## src/rtl/sort_pkg.sv

```systemverilog
// rtl/sort_pkg.sv - shared lane width, lane count and frame type for the sorter path
package sort_pkg;

    localparam int SORT_W     = 4;
    localparam int SORT_LANES = 4;

    typedef logic [SORT_LANES-1:0][SORT_W-1:0] sort_frame_t;

    localparam logic [SORT_W-1:0] SORT_PAD_DEFAULT = 4'hF;

endpackage

```

## src/rtl/sort_frame_outreg.sv

```systemverilog
// rtl/sort_frame_outreg.sv - single-entry frame output register with delivered-frame counter
// Optional padded-frame flag port with SORT_COLLECT_FLUSH_EN.
module sort_frame_outreg
    import sort_pkg::*;
#(
    parameter int W = SORT_W
) (
    input  logic                           clk,
    input  logic                           rst_n,
    input  logic                           load,
    input  logic [SORT_LANES-1:0][W-1:0]   load_frame,
`ifdef SORT_COLLECT_FLUSH_EN
    input  logic                           load_padded,
    output logic                           m_padded,
`endif
    input  logic                           m_ready,
    output logic                           m_valid,
    output logic [SORT_LANES-1:0][W-1:0]   frame,
    output logic [7:0]                     frame_cnt
);

    // load is only raised when the register is empty or draining this cycle,
    // so a stalled frame is never overwritten.
    always_ff @(posedge clk or negedge rst_n) begin
        if (!rst_n) begin
            m_valid   <= 1'b0;
            frame     <= '0;
            frame_cnt <= 8'd0;
`ifdef SORT_COLLECT_FLUSH_EN
            m_padded  <= 1'b0;
`endif
        end else begin
            if (m_valid && m_ready)
                frame_cnt <= frame_cnt + 8'd1;
            if (load) begin
                m_valid  <= 1'b1;
                frame    <= load_frame;
`ifdef SORT_COLLECT_FLUSH_EN
                m_padded <= load_padded;
`endif
            end else if (m_ready) begin
                m_valid <= 1'b0;
            end
        end
    end

endmodule

```

## src/rtl/sort_frame_collector.sv

```systemverilog
// rtl/sort_frame_collector.sv - packs four serial samples into a frame for the four-input sorter
// Partial-frame flush with PAD fill is built with SORT_COLLECT_FLUSH_EN.
module sort_frame_collector
    import sort_pkg::*;
#(
    parameter int           W   = SORT_W,
    parameter logic [W-1:0] PAD = SORT_PAD_DEFAULT
) (
    input  logic         clk,
    input  logic         rst_n,
    input  logic         s_valid,
    output logic         s_ready,
    input  logic [W-1:0] s_data,
    output logic         m_valid,
    input  logic         m_ready,
    output logic [W-1:0] m_a,
    output logic [W-1:0] m_b,
    output logic [W-1:0] m_c,
    output logic [W-1:0] m_d,
`ifdef SORT_COLLECT_FLUSH_EN
    input  logic         flush,
    output logic         m_padded,
`endif
    output logic [7:0]   frame_cnt
);

    logic [SORT_LANES-1:0][W-1:0] slots;
    logic [SORT_LANES-1:0][W-1:0] frame;
    logic [2:0]                   cnt;
    logic [2:0]                   cnt_acc;
    logic                         transfer;
    logic                         accept;
`ifdef SORT_COLLECT_FLUSH_EN
    logic                         asm_padded;
    logic                         flush_pad;
`endif

    always_comb begin
        transfer = (cnt == 3'd4) && (!m_valid || m_ready);
        s_ready  = (cnt != 3'd4) || transfer;
        accept   = s_valid && s_ready;
        cnt_acc  = cnt + {2'b00, accept};
`ifdef SORT_COLLECT_FLUSH_EN
        // A sample arriving with the flush that completes the frame wins; no padding then.
        flush_pad = flush && (cnt != 3'd0) && (cnt != 3'd4) && (cnt_acc != 3'd4);
`endif
    end

    always_ff @(posedge clk or negedge rst_n) begin
        if (!rst_n) begin
            cnt   <= 3'd0;
            slots <= '0;
`ifdef SORT_COLLECT_FLUSH_EN
            asm_padded <= 1'b0;
`endif
        end else if (transfer) begin
            cnt <= accept ? 3'd1 : 3'd0;
            if (accept)
                slots[0] <= s_data;
`ifdef SORT_COLLECT_FLUSH_EN
            asm_padded <= 1'b0;
`endif
        end else begin
            if (accept)
                slots[cnt[1:0]] <= s_data;
            cnt <= cnt_acc;
`ifdef SORT_COLLECT_FLUSH_EN
            if (flush_pad) begin
                for (int i = 0; i < SORT_LANES; i++)
                    if (3'(i) >= cnt_acc)
                        slots[i] <= PAD;
                cnt        <= 3'd4;
                asm_padded <= 1'b1;
            end
`endif
        end
    end

    sort_frame_outreg #(.W(W)) u_outreg (
        .clk         (clk),
        .rst_n       (rst_n),
        .load        (transfer),
        .load_frame  (slots),
`ifdef SORT_COLLECT_FLUSH_EN
        .load_padded (asm_padded),
        .m_padded    (m_padded),
`endif
        .m_ready     (m_ready),
        .m_valid     (m_valid),
        .frame       (frame),
        .frame_cnt   (frame_cnt)
    );

    assign m_a = frame[0];
    assign m_b = frame[1];
    assign m_c = frame[2];
    assign m_d = frame[3];

endmodule

```

## config.mk

```make
export PLATFORM = sky130hd
export DESIGN_NAME = sort_frame_collector
export DESIGN_NICKNAME = d
export VERILOG_FILES = /design/src/rtl/sort_pkg.sv /design/src/rtl/sort_frame_outreg.sv /design/src/rtl/sort_frame_collector.sv
export SDC_FILE = /design/constraint.sdc
export NUM_CORES = 1
export LEC_CHECK = 0
export BUFFER_PORTS_ARGS = -buffer_cell sky130_fd_sc_hd__buf_2
export CAP_MARGIN = 20
export CORE_MARGIN = 5
export CORE_UTILIZATION = 53
export DETAILED_ROUTE_END_ITERATION = 7
export GPL_TIMING_DRIVEN = 1
export PLACE_DENSITY = 0.85
export SKIP_LAST_GASP = 1
export SYNTH_ARGS = -nofsm -noshare
export SYNTH_HDL_FRONTEND = slang
export SYNTH_SLANG_ARGS = --single-unit
export TNS_END_PERCENT = 10
```

## constraint.sdc

```tcl
create_clock -name clk -period 2.21 [get_ports clk]
set_clock_uncertainty 0.15 [all_clocks]
set_input_delay 0.3315 -clock clk [delete_from_list [all_inputs] [get_ports clk]]
set_output_delay 0.3315 -clock clk [all_outputs]
set_load 0.1 [all_outputs]
```

==> impl_metrics.tcl <==
set metrics [dict create \
    slew_violations 0 \
    timing.critical_path.slowest_stage_cell "sky130_fd_sc_hd__or4_4" \
    vias_per_cell 5.16 \
    synth_seq_cells 44 \
    place.detailed.instances 193 \
    cts-root-to-sink-buffers 2 \
    worst_min_delay_path_category "input port to flop" \
    critical_path.endpoint "s_ready" \
    gr_usage_total_pct 15.7 \
    synth-seq-area-share_pct 62.3 \
    post_synth.cell_area_avg_um2 15.5 \
    reg2reg_depth 7 \
    wl_per_cell_um 15.3 \
    path_class "flop to output port" \
    cts-root-buf "sky130_fd_sc_hd__clkbuf_4" \
    cp.depth 3 \
    r2r_startpoint "u_outreg.m_valid" \
    synth.net_count 125 \
    critPathLaunchType "flop" \
    critical_path.cell_chain "nand2b_4 > or4_4 > buf_6" \
    detail-route-antenna-nets 0 \
    detailed_place_hpwl_um 2310 \
    critPathTopFamily "simple AND/OR/NAND/NOR gates" \
    critPathMaxFanout 5 \
    detail_route.drc_violations 0 \
    fin_setup_tns_ns 0 \
    r2r_slack_ns 0.17 \
    detail_route.wirelength_um 3100 \
    drt_first_pass_iters 4 \
    cp.arrival_ns 1.64 \
    maxClockFrequency_ghz 0.472 \
    synthFlopType "sky130_fd_sc_hd__dfrtp_1" \
    multi_input_area_um2 686 \
    cp-startpoint "u_outreg.m_valid" \
    grt-ovfl-total 0 \
    setup.worst_path.end_class "output port" \
    cts-buffers-inserted 5 \
    grt_start_max_net_pins 26 \
    areaGrowthSynthToFinish_pct 19.8 \
    regToRegEndpoint "cnt[2]" \
    h_tree_depth 2 \
    share_of_the_clock_period_used_by_the_worst_path_pct 95.8 \
    final_common_cell "sky130_fd_sc_hd__dfrtp_1" \
    port_buffers 33 \
    post_route_non_filler_standard_cell_count 202 \
    design.final.nets 166 \
    antenna_cells_inserted 0 \
    cts.sink_count 44 \
    slew_headroom_pct 64.9 \
    die_area_um2 4590 \
    fp-row-count 21 \
    finish_stage_setup_viols 0 \
    tightest_pin_transition_ns 0.526 \
    critical_path_required_ns 1.73 \
    synth-warning-count 0 \
    synth_enable_flop_cells 0 \
    synthesis.area_um2 1770 \
    number_of_vias_in_the_routed_layout 1042 \
    drive_gt1_share_pct 39.7 \
    synth_cells 114 \
    floorplan.initialDensity_pct 53.8 \
    coreArea_um2 3280 \
    finish.utilization_pct 64.5 \
    chipHeight_um 67.7 \
    rsz0062_at_grt "false" \
    gp_routability_congestion 0.720 \
    tritoncts_clock_tree "done" \
    commonest_cells_after_routing_fill_and_taps_aside "sky130_fd_sc_hd__dfrtp_1, sky130_fd_sc_hd__buf_2, sky130_fd_sc_hd__mux2_1, sky130_fd_sc_hd__mux2_2, sky130_fd_sc_hd__xnor2_1" \
    hold_viol 0 \
    grt_first_pass_wirelength_um 5260 \
    max_cap_violations 0 \
    via_count_of_the_first_global_routing_pass 1092 \
    io_pins 34 \
    status "complete, no violations" \
    min_delay_path_depth 2 \
    drt_iter0_drc 51 \
    area.sequential_um2 1100 \
    worstPathBufferInverterCount 1 \
    die_width_um 67.7 \
    clock_pin_transition_on_the_worst_setup_and_hold_timing_paths_ns 0.12 \
    synth_cell_types 21 \
    antenna_violations_before_repair 0 \
    clock_insertion_delay_worst_skew_ns 0.35 \
    timing.critical_path.slowest_cell_delay_ns 0.55 \
    final.fill_count 237 \
    async_reset_ff_share_pct 100 \
    post_cts_repair_timing_setup_buffer_count 0 \
    timing.final.crit_period_ns 2.12 \
]
-- per-layer routing --
layer | vias up | share of wire (%) | GRT usage [%]
met4 | 0 | 1.7 | 6.08
li1 | 484 | - | -
met2 | 23 | 49 | 24.8
met5 | - | 0 | 0
met3 | 4 | 4.9 | 4.83
met1 | 531 | 44 | 20.2
-- through the flow --
step	hold WS, ns	area, um2	setup slack, ns
6_report	0.0896	2120	0.0919
5_1_grt	0.0794	2120	0.0395
4_1_cts	0.0864	2110	0.0240
2_1_floorplan	-0.114	1810	-0.214
3_3_place_gp	0.180	2030	0.163
3_5_place_dp	0.188	2030	0.0869
-- what timing repair did --
| item | 4_1_cts | 5_1_grt |
|---|---|---|
| resized for setup | 1 | 1 |
| gates cloned | 0 | 0 |
| hold buffers | 1 | 0 |
| endpoints found under the hold margin | 23 | 0 |
| setup endpoints to repair | 1 | 1 |
-- sequential cells by signal (all words and copies together), names as in the netlist --
register            cells
u_outreg.frame         16
cnt                     3
slots                  16
u_outreg.frame_cnt      8
u_outreg.m_valid        1
-- worst min-delay path by stage --
stage                   start                    end
finish              s_data[3]               slots[3]
global route        s_data[2]               slots[2]
CTS                 s_data[3]               slots[3]
detailed placement      rst_n  u_outreg.frame_cnt[7]
global placement        rst_n  u_outreg.frame_cnt[7]
floorplan               rst_n                 cnt[0]
-- cell families (layout without fill, tap and decap cells) --
logic type / after synthesis / after routing / synth area share, %
adder cells (fa/ha/maj): 3 / 3 / 2.12
multiplexers: 34 / 34 / 21.7
AND/OR/NAND/NOR: 20 / 20 / 7.79
flip-flops: 44 / 44 / 62.3
XOR/XNOR: 8 / 8 / 3.97
buffers and inverters: 3 / 45 / 1.06
AO/OA/AOI/OAI: 2 / 2 / 1.06
-- worst reg2reg max path, stage by stage (launching register included) --
cell                       delay, ns
sky130_fd_sc_hd__dfrtp_4        0.45
sky130_fd_sc_hd__nand2b_4       0.09
sky130_fd_sc_hd__or4_4          0.55
sky130_fd_sc_hd__and2_4         0.16
sky130_fd_sc_hd__ha_4           0.15
sky130_fd_sc_hd__ha_4           0.15
sky130_fd_sc_hd__xnor2_1        0.11
sky130_fd_sc_hd__a31oi_1        0.16
-- Yosys cell counts (2+ instances only) --
cell	n	area share [%]
sky130_fd_sc_hd__xnor2_1	7	3.5
sky130_fd_sc_hd__nand4_1	4	1.4
sky130_fd_sc_hd__nand2_1	4	0.85
sky130_fd_sc_hd__and2_1	3	1.1
sky130_fd_sc_hd__and3_1	2	0.71
sky130_fd_sc_hd__mux2_1	25	16
sky130_fd_sc_hd__dfrtp_1	44	62
sky130_fd_sc_hd__ha_1	3	2.1
sky130_fd_sc_hd__mux2_2	9	5.7
sky130_fd_sc_hd__nand3b_1	2	0.85
-- layout make-up --
| class | instances | area share (%) |
|---|---|---|
| flip-flops and latches | 44 | 52.2 |
| clock buffers | 8 | 3.25 |
| well taps | 46 | 2.72 |
| inverters | 1 | 0.177 |
| multi-input cells | 67 | 32.4 |
| repair buffers | 36 | 9.28 |
Power is not shown: default switching activity piles up to over one toggle a cycle in this logic, so the estimate is an artifact.
